===== src/rtl/multi_dataflow_tile_seq_pkg.sv =====
// multi_dataflow_package
// Shared types for the multi_dataflow tile sequencer: the sequencer state
// encoding, the per-tile stream request layout and the default element size.
package multi_dataflow_package;

    localparam int MDF_ELEM_BYTES_LOG2 = 2;   // 4-byte words
    localparam int MDF_ADDR_W          = 32;
    localparam int MDF_DIM_W           = 16;

    typedef enum logic [2:0] {
        S_IDLE     = 3'd0,
        S_CHECK    = 3'd1,
        S_ISSUE    = 3'd2,
        S_WAIT_ACK = 3'd3,
        S_KICK     = 3'd4,
        S_RUN      = 3'd5,
        S_NEXT     = 3'd6,
        S_FINISH   = 3'd7
    } tile_seq_state_t;

    typedef struct packed {
        logic [MDF_ADDR_W-1:0] addr;
        logic [MDF_DIM_W-1:0]  line_len;
        logic [MDF_DIM_W-1:0]  n_lines;
        logic [MDF_ADDR_W-1:0] line_stride;
    } tile_req_t;

endpackage


===== src/rtl/multi_dataflow_tile_seq_addr.sv =====
// multi_dataflow_tile_addr
// Registered tile address / clipping unit. When en_i is high it captures the
// byte addresses of tile origin (x_i, y_i) in both frames and the tile size
// clipped to the frame edge; results appear one cycle later.
// Ports: clk_i, rst_i (sync, active-high), en_i, frame geometry inputs,
//        x_i/y_i tile origin, in_addr_o/out_addr_o, line_len_o, n_lines_o.
module multi_dataflow_tile_addr #(
    parameter int ADDR_W          = 32,
    parameter int DIM_W           = 16,
    parameter int ELEM_BYTES_LOG2 = 2
) (
    input  logic              clk_i,
    input  logic              rst_i,
    input  logic              en_i,
    input  logic [ADDR_W-1:0] base_in_i,
    input  logic [ADDR_W-1:0] base_out_i,
    input  logic [DIM_W-1:0]  width_i,
    input  logic [DIM_W-1:0]  height_i,
    input  logic [DIM_W-1:0]  tile_w_i,
    input  logic [DIM_W-1:0]  tile_h_i,
    input  logic [DIM_W-1:0]  x_i,
    input  logic [DIM_W-1:0]  y_i,
    output logic [ADDR_W-1:0] in_addr_o,
    output logic [ADDR_W-1:0] out_addr_o,
    output logic [DIM_W-1:0]  line_len_o,
    output logic [DIM_W-1:0]  n_lines_o
);

    logic [ADDR_W-1:0] w_off;
    logic [DIM_W-1:0]  w_rem_w;
    logic [DIM_W-1:0]  w_rem_h;

    // Element offset in ADDR_W bits; overflow wraps silently.
    assign w_off   = (ADDR_W'(y_i) * ADDR_W'(width_i) + ADDR_W'(x_i)) << ELEM_BYTES_LOG2;
    // Origins are always inside the frame, so these never underflow.
    assign w_rem_w = width_i - x_i;
    assign w_rem_h = height_i - y_i;

    always_ff @(posedge clk_i) begin
        if (rst_i) begin
            in_addr_o  <= '0;
            out_addr_o <= '0;
            line_len_o <= '0;
            n_lines_o  <= '0;
        end else if (en_i) begin
            in_addr_o  <= base_in_i + w_off;
            out_addr_o <= base_out_i + w_off;
            line_len_o <= (tile_w_i < w_rem_w) ? tile_w_i : w_rem_w;
            n_lines_o  <= (tile_h_i < w_rem_h) ? tile_h_i : w_rem_h;
        end
    end

endmodule


===== src/rtl/multi_dataflow_tile_seq.sv =====
// multi_dataflow_tile_seq
// Walks one frame in raster tile order. Per tile: issue input and output
// stream requests, pulse the engine, wait for engine-done and output-done,
// then advance. Pulses done_o after the last tile.
// Ports: clk_i/rst_i/clear_i, start_i + frame geometry, in/out request
//        handshakes with shared tile geometry, eng_start_o, eng_done_i,
//        out_done_i, busy_o, done_o, cfg_err_o, tile_x_o/tile_y_o.
module multi_dataflow_tile_seq
    import multi_dataflow_package::*;
#(
    parameter int ADDR_W          = 32,
    parameter int DIM_W           = 16,
    parameter int ELEM_BYTES_LOG2 = MDF_ELEM_BYTES_LOG2
) (
    input  logic              clk_i,
    input  logic              rst_i,
    input  logic              clear_i,
    input  logic              start_i,
    input  logic [ADDR_W-1:0] base_in_i,
    input  logic [ADDR_W-1:0] base_out_i,
    input  logic [DIM_W-1:0]  width_i,
    input  logic [DIM_W-1:0]  height_i,
    input  logic [DIM_W-1:0]  tile_w_i,
    input  logic [DIM_W-1:0]  tile_h_i,
    output logic              in_req_valid_o,
    input  logic              in_req_ready_i,
    output logic              out_req_valid_o,
    input  logic              out_req_ready_i,
    output logic [ADDR_W-1:0] in_addr_o,
    output logic [ADDR_W-1:0] out_addr_o,
    output logic [DIM_W-1:0]  req_line_len_o,
    output logic [DIM_W-1:0]  req_n_lines_o,
    output logic [ADDR_W-1:0] req_line_stride_o,
    output logic              eng_start_o,
    input  logic              eng_done_i,
    input  logic              out_done_i,
    output logic              busy_o,
    output logic              done_o,
    output logic              cfg_err_o,
    output logic [DIM_W-1:0]  tile_x_o,
    output logic [DIM_W-1:0]  tile_y_o
);

    tile_seq_state_t   r_state;
    logic [ADDR_W-1:0] r_base_in, r_base_out, r_stride;
    logic [DIM_W-1:0]  r_width, r_height, r_tile_w, r_tile_h;
    logic [DIM_W-1:0]  r_x, r_y;
    logic              r_in_vld, r_out_vld, r_eng_seen, r_out_seen, r_cfg_err;

    logic              w_rst, w_cfg_bad, w_x_wrap, w_last, w_addr_en;
    logic              w_eng_seen, w_out_seen, w_in_pend, w_out_pend;
    logic [DIM_W:0]    w_x_sum, w_y_sum;
    logic [DIM_W-1:0]  w_x_nx, w_y_nx, w_ax, w_ay;

    assign w_rst     = rst_i | clear_i;
    assign w_cfg_bad = (r_width == '0) | (r_height == '0) | (r_tile_w == '0) | (r_tile_h == '0);

    // Next tile origin; one extra bit so x+tile_w / y+tile_h never wrap.
    assign w_x_sum  = {1'b0, r_x} + {1'b0, r_tile_w};
    assign w_y_sum  = {1'b0, r_y} + {1'b0, r_tile_h};
    assign w_x_wrap = w_x_sum >= {1'b0, r_width};
    assign w_last   = w_x_wrap && (w_y_sum >= {1'b0, r_height});
    assign w_x_nx   = w_x_wrap ? '0 : w_x_sum[DIM_W-1:0];
    assign w_y_nx   = w_x_wrap ? w_y_sum[DIM_W-1:0] : r_y;

    // Tile geometry is precomputed in the cycle before ISSUE.
    assign w_addr_en = ((r_state == S_CHECK) && !w_cfg_bad) || ((r_state == S_NEXT) && !w_last);
    assign w_ax      = (r_state == S_CHECK) ? '0 : w_x_nx;
    assign w_ay      = (r_state == S_CHECK) ? '0 : w_y_nx;

    // Same-cycle completion pulses count as seen.
    assign w_eng_seen = r_eng_seen | eng_done_i;
    assign w_out_seen = r_out_seen | out_done_i;
    assign w_in_pend  = r_in_vld  & ~in_req_ready_i;
    assign w_out_pend = r_out_vld & ~out_req_ready_i;

    multi_dataflow_tile_addr #(
        .ADDR_W(ADDR_W), .DIM_W(DIM_W), .ELEM_BYTES_LOG2(ELEM_BYTES_LOG2)
    ) u_addr (
        .clk_i(clk_i), .rst_i(w_rst), .en_i(w_addr_en),
        .base_in_i(r_base_in), .base_out_i(r_base_out),
        .width_i(r_width), .height_i(r_height),
        .tile_w_i(r_tile_w), .tile_h_i(r_tile_h),
        .x_i(w_ax), .y_i(w_ay),
        .in_addr_o(in_addr_o), .out_addr_o(out_addr_o),
        .line_len_o(req_line_len_o), .n_lines_o(req_n_lines_o)
    );

    always_ff @(posedge clk_i) begin
        if (w_rst) begin
            r_state    <= S_IDLE;
            r_base_in  <= '0;
            r_base_out <= '0;
            r_stride   <= '0;
            r_width    <= '0;
            r_height   <= '0;
            r_tile_w   <= '0;
            r_tile_h   <= '0;
            r_x        <= '0;
            r_y        <= '0;
            r_in_vld   <= 1'b0;
            r_out_vld  <= 1'b0;
            r_eng_seen <= 1'b0;
            r_out_seen <= 1'b0;
            r_cfg_err  <= 1'b0;
        end else begin
            case (r_state)
                S_IDLE: if (start_i) begin
                    r_base_in  <= base_in_i;
                    r_base_out <= base_out_i;
                    r_width    <= width_i;
                    r_height   <= height_i;
                    r_tile_w   <= tile_w_i;
                    r_tile_h   <= tile_h_i;
                    r_stride   <= ADDR_W'(width_i) << ELEM_BYTES_LOG2;
                    r_cfg_err  <= 1'b0;
                    r_state    <= S_CHECK;
                end
                S_CHECK: if (w_cfg_bad) begin
                    r_cfg_err <= 1'b1;
                    r_state   <= S_FINISH;
                end else begin
                    r_x        <= '0;
                    r_y        <= '0;
                    r_in_vld   <= 1'b1;
                    r_out_vld  <= 1'b1;
                    r_eng_seen <= 1'b0;
                    r_out_seen <= 1'b0;
                    r_state    <= S_ISSUE;
                end
                S_ISSUE, S_WAIT_ACK: begin
                    if (in_req_ready_i)  r_in_vld  <= 1'b0;
                    if (out_req_ready_i) r_out_vld <= 1'b0;
                    r_state <= (!w_in_pend && !w_out_pend) ? S_KICK : S_WAIT_ACK;
                end
                S_KICK: r_state <= S_RUN;
                S_RUN: begin
                    r_eng_seen <= w_eng_seen;
                    r_out_seen <= w_out_seen;
                    if (w_eng_seen && w_out_seen) r_state <= S_NEXT;
                end
                S_NEXT: if (w_last) begin
                    r_state <= S_FINISH;
                end else begin
                    r_x        <= w_x_nx;
                    r_y        <= w_y_nx;
                    r_in_vld   <= 1'b1;
                    r_out_vld  <= 1'b1;
                    r_eng_seen <= 1'b0;
                    r_out_seen <= 1'b0;
                    r_state    <= S_ISSUE;
                end
                S_FINISH: r_state <= S_IDLE;
                default:  r_state <= S_IDLE;
            endcase
        end
    end

    assign in_req_valid_o    = r_in_vld;
    assign out_req_valid_o   = r_out_vld;
    assign req_line_stride_o = r_stride;
    assign eng_start_o       = (r_state == S_KICK);
    assign done_o            = (r_state == S_FINISH);
    assign busy_o            = (r_state != S_IDLE);
    assign cfg_err_o         = r_cfg_err;
    assign tile_x_o          = r_x;
    assign tile_y_o          = r_y;

endmodule

===== config.mk =====
export PLATFORM = sky130hd
export DESIGN_NAME = multi_dataflow_tile_seq
export DESIGN_NICKNAME = d
export VERILOG_FILES = /design/src/rtl/multi_dataflow_tile_seq_pkg.sv /design/src/rtl/multi_dataflow_tile_seq_addr.sv /design/src/rtl/multi_dataflow_tile_seq.sv
export SDC_FILE = /design/constraint.sdc
export NUM_CORES = 1
export LEC_CHECK = 0
export ABC_AREA = 1
export ABC_CLOCK_PERIOD_IN_PS = 31600
export CAP_MARGIN = 10
export CORE_UTILIZATION = 55
export CTS_BUF_LIST = sky130_fd_sc_hd__clkbuf_16
export DETAILED_ROUTE_END_ITERATION = 8
export PLACE_DENSITY = 0.79
export SLEW_MARGIN = 40
export SYNTH_ARGS = -nofsm -noshare
export SYNTH_HDL_FRONTEND = slang
export SYNTH_SLANG_ARGS = --single-unit
export TNS_END_PERCENT = 10

===== constraint.sdc =====
create_clock -name clk_i -period 31.6 [get_ports clk_i]
set_clock_uncertainty 0.1 [all_clocks]
set_input_delay 7.9 -clock clk_i [delete_from_list [all_inputs] [get_ports clk_i]]
set_output_delay 7.9 -clock clk_i [all_outputs]
set_load 0.02 [all_outputs]

==> metrics.md, run 1 <==
| Metric | Value |
|---|---|
| Final cell count without fillers | `4,261` |
| Final #Nets | `4,268` |
| CP max-delay cell | `nor2_1` |
| Area post-placement | `29,000 sq um` |
| Share of layout cells above drive strength 1 | `4.08%` |
| CTS root buf | `clkbuf_16` |
| Worst Max-Slew Pin Slew | `0.902 ns` |
| Final Instance Area | `30,000 sq um` |
| Gates resized, CTS repair | `0` |
| Cells after Synth | `3,435` |
| DR WL met2 | `38.3 mm` |
| WP data required | `32.01 ns` |
| M1 WL | `34.2 mm` |
| Post-synth EDFFs | `0` |
| Syn-to-layout area delta | `15.9%` |
| First DRT Iteration DRCs | `1,959` |
| Clock Tree Buf Depth | `3` |
| Net Sw Frac | `38.9%` |
| Share of the synthesized area in the top cell type | `20.4%` |
| Top sig layer | `met4` |
| Vias in the first global route | `23,700` |
| Die X-Extent | `219 microns` |
| Total track usage | `35.2%` |
| Cell repeated most along the worst path | `nand2_1` |
| Post-DR wirelength/cell | `19.6 microns` |
| Hold WC Path Type | `flip-flop to flip-flop` |
| Clock slew at reported path FFs | `0.06 ns` |
| Drt first pass iters | `6` |
| Max-slew headroom | `39.7%` |
| CTS Hold Bufs | `0` |
| Crit Path Class | `flip-flop to flip-flop` |
| Seq pwr share | `32.0%` |
| Post-CTS Setup Inserts | `0` |
| Depth of the CTS H-tree | `1` |
| Syn_area_per_cell | `7.54 sq um` |
| Peak VDD IR | `0.0000498 V` |
| Slew Viols, Final | `0` |
| Yosys warnings | `0` |
| Min Tclk post-route | `11.92 ns` |
| Clock latency on the worst-skew pair | `0.58 ns` |
| Final Core Density | `64.6%` |
| Ys async rst share | `0%` |
| Yosys reg bits | `264` |
| Critical Path Fanout Max | `30` |
| Logic gate share of total power | `36.8%` |
| GPL Wtd Cong | `0.999` |
| WHS | `0.356 ns` |
| Total negative slack | `0 ns` |
| Die footprint | `48,000 sq um` |
| Die extent in y | `219 microns` |
| # IOs | `302` |
| Dpl hpwl | `66.0 mm` |
| CP Launch Type | `flip-flop` |
| Predominant post-synthesis flop cell | `dfxtp_1` |
| Syn Std Cell Area | `25,900 sq um` |
| Final hold violations | `0` |
| CP arrival | `12.33 ns` |
| Worst path max stage delay | `0.71 ns` |
| Synth top area cells | `dfxtp_1 20%, fa_1 17%, ha_1 14%` |
| Int Pwr | `0.682 mW` |
| CTS sink count | `264` |
| Gr ovfl total | `0` |
| RSZ-0062 raised after global routing | `false` |
| Final Cycle Share | `37.7%` |
| Initial Util | `55.7%` |
| Leakage | `13.8 nW` |
| Routed Antenna Nets | `0` |
| DRC | `0` |
| Power per cell area | `37.2 nW/um^2` |
| Seq/Total Area, Yosys | `20.4%` |
| Area leader, netlist | `dfxtp_1` |
| Met3 WL post-DR | `6.82 mm` |
| Largest net degree at the start of global routing | `97` |
| First-pass GRT wire length | `131 mm` |
| Placed Cells | `4,208` |
| Status | `complete, no violations` |
| Critical path endpoint category | `flip-flop` |
| FILL cells | `4,112` |
| Row Count | `79` |
| Setup Viol. Count Final | `0` |
| Total wire length | `83.7 mm` |
| CTS tree | `built` |
| Unique cell type count in the Yosys netlist | `62` |
| Sw power | `0.434 mW` |
| Port bufs | `285` |
| Initial antenna violation count | `0` |
| Max Cap Viol | `0` |
| Clock power frac | `31.2%` |
| Antenna cells | `0` |
| Total core area | `46,500 sq um` |
| Fmax | `0.0839 GHz` |
| Total CTS buffers | `29` |
| Via-per-instance ratio | `5.68` |
| Vias | `24,200` |
## path summary, 6_finish.rpt
kind	from	to	slack (ns)	cells past startpoint
worst max-delay path	r_tile_w[2]	u_addr.out_addr_o[31]	19.68	61
worst min-delay path	r_base_out[1]	r_base_out[1]	0.36	2
worst max register to register	r_tile_w[2]	u_addr.out_addr_o[31]	19.68	61
worst min register to register	r_base_out[1]	r_base_out[1]	0.36	2
## synthesized netlist by cell type (20+ instances only)
master,instances
nand4_1,30
clkbuf_1,100
fa_1,215
nand3_1,162
dfxtp_1,264
xor2_1,81
a21oi_1,427
nor3_1,27
xnor2_1,54
inv_1,525
nand2_1,532
buf_2,24
buf_4,20
nor2_1,218
ha_1,285
o21ai_0,256
## power by group through the flow
stage               Sequential [mW]  Clock, mW  Combinational [mW]
global placement              0.363          0               0.397
CTS                           0.356      0.349               0.404
detailed placement            0.363          0               0.399
global route                  0.357      0.363               0.449
floorplan                     0.363          0               0.271
finish                        0.357      0.348               0.411
## logic make-up after synthesis
group / after synthesis / synth area share [%]
XOR/XNOR: 135 / 4.57
AO/OA/AOI/OAI: 784 / 16.1
AND/OR/NAND/NOR: 1046 / 17.4
multiplexers: 10 / 0.416
adder cells (fa/ha/maj): 500 / 30.4
other: 1 / 0.0145
flip-flops: 264 / 20.4
buffers and inverters: 695 / 10.6
## per-layer routing
metal	vias up	GRT usage (%)
met5	-	0
met1	11400	45.0
met3	219	5.65
met4	0	16.1
li1	11500	-
met2	1124	58.4
## flip-flops by register name, indices dropped and copies added, names as in the netlist, 3 cells and up
| name | flops |
|---|---|
| u_addr.in_addr_o | 32 |
| r_base_in | 32 |
| r_base_out | 32 |
| r_width | 16 |
| u_addr.line_len_o | 16 |
| r_height | 16 |
| tile_y_o | 16 |
| tile_x_o | 16 |
| r_state | 3 |
| u_addr.n_lines_o | 16 |
| u_addr.out_addr_o | 32 |
| r_tile_h | 16 |
| r_tile_w | 16 |
## metrics by stage
step	power (mW)	worst slack, ns
6_report	1.12	19.68
5_1_grt	1.17	18.87
4_1_cts	1.11	19.83
3_5_place_dp	0.762	19.86
3_3_place_gp	0.760	19.80
2_1_floorplan	0.634	21.50
## cells in the final DEF, fill, tap and decap left out, types with 54 or more instances in the layout
master,instances
clkdlybuf4s50_1,284
inv_1,526
dfxtp_1,263
nor2_1,211
nand2_1,530
a21oi_1,427
fa_1,215
xor2_1,81
ha_1,285
nand3_1,162
xnor2_1,54
o21ai_0,256
## worst max-delay path: cells and delay by family (launching register included)
kind | cells | cell delay, ns
fa+ha+maj | 10 | 4.13
simple gates | 29 | 3.92
compound gates | 11 | 1.85
buf+inv | 8 | 0.82
xor+xnor | 2 | 0.52
flops | 1 | 0.34
mux | 1 | 0.17
## final cells by class
| class | instances | area, sq um | area share, % |
|---|---|---|---|
| Tap cell | 607 | 759 | 2.53 |
| Clock inverter | 24 | 230 | 0.767 |
| Clock buffer | 29 | 726 | 2.42 |
| Inverter | 546 | 2050 | 6.84 |
| Multi-Input combinational cell | 2491 | 18000 | 59.9 |
| Sequential cell | 264 | 5290 | 17.6 |
| Timing Repair Buffer | 300 | 2980 | 9.93 |
(Power assumes the default switching activity.)
==> run 2: changes to the inputs <==
--- a/config.mk
+++ b/config.mk
@@ -6,9 +6,9 @@
 export NUM_CORES = 1
 export LEC_CHECK = 0
 export ABC_AREA = 1
-export ABC_CLOCK_PERIOD_IN_PS = 31600
+export ABC_CLOCK_PERIOD_IN_PS = 9900
 export CAP_MARGIN = 10
-export CORE_UTILIZATION = 55
+export CORE_UTILIZATION = 53
 export CTS_BUF_LIST = sky130_fd_sc_hd__clkbuf_16
 export DETAILED_ROUTE_END_ITERATION = 8
 export PLACE_DENSITY = 0.79
==> constraint.sdc (replaced) <==
create_clock -name clk_i -period 9.9 [get_ports clk_i]
set_clock_uncertainty 0.1 [all_clocks]
set_input_delay 2.475 -clock clk_i [delete_from_list [all_inputs] [get_ports clk_i]]
set_output_delay 2.475 -clock clk_i [all_outputs]
set_load 0.02 [all_outputs]
==> metrics.md, run 2 (synthesis gave the netlist of run 1 again) <==
| Metric | Value |
|---|---|
| Status | `finished, violations left` |
| Failing checks | `negative setup slack` |
| Setup Viol. Count Final | `32 (+32)` |
| Cell repeated most along the worst path | `inv_2` |
| Die extent in y | `223 microns (+1.9%)` |
| Depth of the CTS H-tree | `1 (unchanged)` |
| Drt first pass iters | `6 (unchanged)` |
| Antenna cells | `0 (unchanged)` |
| Hold WC Path Type | `flip-flop to flip-flop` |
| Most frequent cells in the layout | `500 x nand2_1, 486 x inv_1, 405 x buf_4` |
| Worst Max-Slew Pin Slew | `0.817 ns (-0.0847 ns)` |
| Die X-Extent | `223 microns (+1.9%)` |
| Total core area | `47,900 sq um (+3.2%)` |
| CTS tree | `built` |
| Reg-to-reg critical path endpoint | `u_addr.in_addr_o[26]` |
| Min Tclk post-route | `10.50 ns (-1.42 ns)` |
| Hold Crit Depth | `2 (unchanged)` |
| First-pass GRT wire length | `142 mm (+8.5%)` |
| Hold EP | `r_base_out[0]` |
| Via-per-instance ratio | `5.63 (-0.87%)` |
| CTS root buf | `clkbuf_16` |
| Clock latency on the worst-skew pair | `0.60 ns (+0.02 ns)` |
| Final Cycle Share | `106% (+68 points)` |
| Slew Viols, Final | `0 (unchanged)` |
| Dpl hpwl | `70.3 mm (+6.5%)` |
| WP data required | `10.26 ns (-21.75 ns)` |
| Clock Tree Buf Depth | `3 (unchanged)` |
| Clock slew at reported path FFs | `0.06 ns (about the same)` |
| Port bufs | `285 (unchanged)` |
| CP Launch Type | `flip-flop` |
| Post-DR wirelength/cell | `19.7 microns (+0.25%)` |
| R2R Setup Slk | `-0.60 ns (-20.28 ns)` |
| Final #Nets | `4,686 (+9.8%)` |
| Initial antenna violation count | `1 (+1)` |
| Total negative slack | `-10.33 ns (-10.33 ns)` |
| Max-slew headroom | `44.8% (+5.2 points)` |
| Peak VDD IR | `0.000139 V (+180%)` |
| Final worst slack | `-0.600 ns (-20.28 ns)` |
| WHS | `0.358 ns (+0.00246 ns)` |
| Max Cap Viol | `0 (unchanged)` |
| CTS sink count | `264 (unchanged)` |
| Share of layout cells above drive strength 1 | `19.8% (+16 points)` |
| Reg2reg path depth | `58 (-4.9%)` |
| Worst path max stage delay | `0.60 ns (-0.11 ns)` |
| Syn-to-layout area delta | `34.1%` |
| Hold path start | `r_base_out[0]` |
| CP max-delay cell | `fa_1` |
| Final hold violations | `0 (unchanged)` |
| Gr ovfl total | `0 (unchanged)` |
| Initial Util | `54.0% (-1.7 points)` |
| CP arrival | `10.86 ns (-1.47 ns)` |
| Die footprint | `49,800 sq um (+3.7%)` |
| Vias in the first global route | `26,100 (+10%)` |
| Crit Reg-Reg Startpoint | `tile_x_o[0]` |
| Vias | `26,400 (+9.1%)` |
| Power per cell area | `115 nW/um^2 (+210%)` |
| Crit Path Class | `flip-flop to flip-flop` |
| Routed Antenna Nets | `0 (unchanged)` |
| Critical Path Fanout Max | `6 (-80%)` |
| GPL Wtd Cong | `1.04 (+4.0%)` |
| Critical path endpoint category | `flip-flop` |
| Fmax | `0.0952 GHz (+14%)` |
| Total track usage | `36.5% (+1.3 points)` |
| Total CTS buffers | `30 (+3.4%)` |
| Row Count | `80 (+1.3%)` |
| DRC | `0 (unchanged)` |
| # IOs | `302 (unchanged)` |
| First DRT Iteration DRCs | `2,182 (+11%)` |
| Leakage | `16.1 nW (+16%)` |
| RSZ-0062 raised after global routing | `true` |
| Final Core Density | `72.5% (+7.9 points)` |
| Total wire length | `92.3 mm (+10%)` |
| Largest net degree at the start of global routing | `98 (+1.0%)` |
| Commonest non-fill, non-tap cell in the layout | `nand2_1` |
[run 2: timing repair]
item / CTS / global route
hold endpoints to repair: 0 / 0
buffers inserted: 48 / 23
gates resized for setup: 156 / 179
pin swaps: 66 / 115
hold buffers: 0 / 0
setup endpoints to repair: 33 / 40
gates cloned: 1 / 0
[run 2: layer usage]
metal / GRT usage (%) / vias to the layer above / wire length, microns
li1: - / 12400 / -
met5: 0 / - / 0
met2: 60.1 / 1303 / 42100
met4: 22.7 / 0 / 7100
met3: 6.36 / 363 / 7660
met1: 44.5 / 12400 / 35500
[run 2: layout make-up]
class / count / area (sq um)
sequential: 264 / 5290
tap: 615 / 769
inverter: 546 / 2070
timing repair buffer: 716 / 6240
clock buffer: 31 / 776
multi-input combinational: 2492 / 19400
fill: 3592 / 13200
clock inverter: 24 / 220
[run 2: critical path, delay by kind of cell, from the launching register on]
kind            cells  cell delay [ns]
fa+ha+maj          11             4.23
simple gates       21             2.09
mux                 1             0.16
compound gates     11             1.79
buf+inv            11             0.99
xor+xnor            3             0.63
flops               1             0.36
[run 2: worst max-delay path by stage]
| stage | startpoint | endpoint | slack (ns) | depth (start not counted) |
|---|---|---|---|---|
| after floorplan | tile_x_o[1] | u_addr.out_addr_o[31] | 0.005 | 62 |
| after global placement | r_tile_w[0] | u_addr.in_addr_o[31] | -0.58 | 60 |
| after detailed placement | r_tile_w[0] | u_addr.in_addr_o[31] | -0.75 | 60 |
| after CTS | tile_x_o[0] | u_addr.in_addr_o[29] | -0.31 | 61 |
| after global routing | tile_x_o[0] | u_addr.in_addr_o[31] | -0.99 | 62 |
| final | tile_x_o[0] | u_addr.in_addr_o[26] | -0.60 | 58 |
[run 2: power by group]
part	total (mW)	internal, mW	switching (mW)
Combinational	1.71	0.711	0.999
Sequential	1.13	1.10	0.0291
Clock	1.17	0.668	0.498
[run 2: through the flow]
step           worst slack, ns  power, mW  instance area, sq um  instances
6_report                -0.600       4.00                 34700       4688
5_1_grt                 -0.992       4.19                 34700       4688
4_1_cts                 -0.311       3.88                 33900       4669
3_5_place_dp            -0.751       2.61                 31700       4566
3_3_place_gp            -0.576       2.58                 31700       4565
2_1_floorplan          0.00483       2.03                 26000       3450
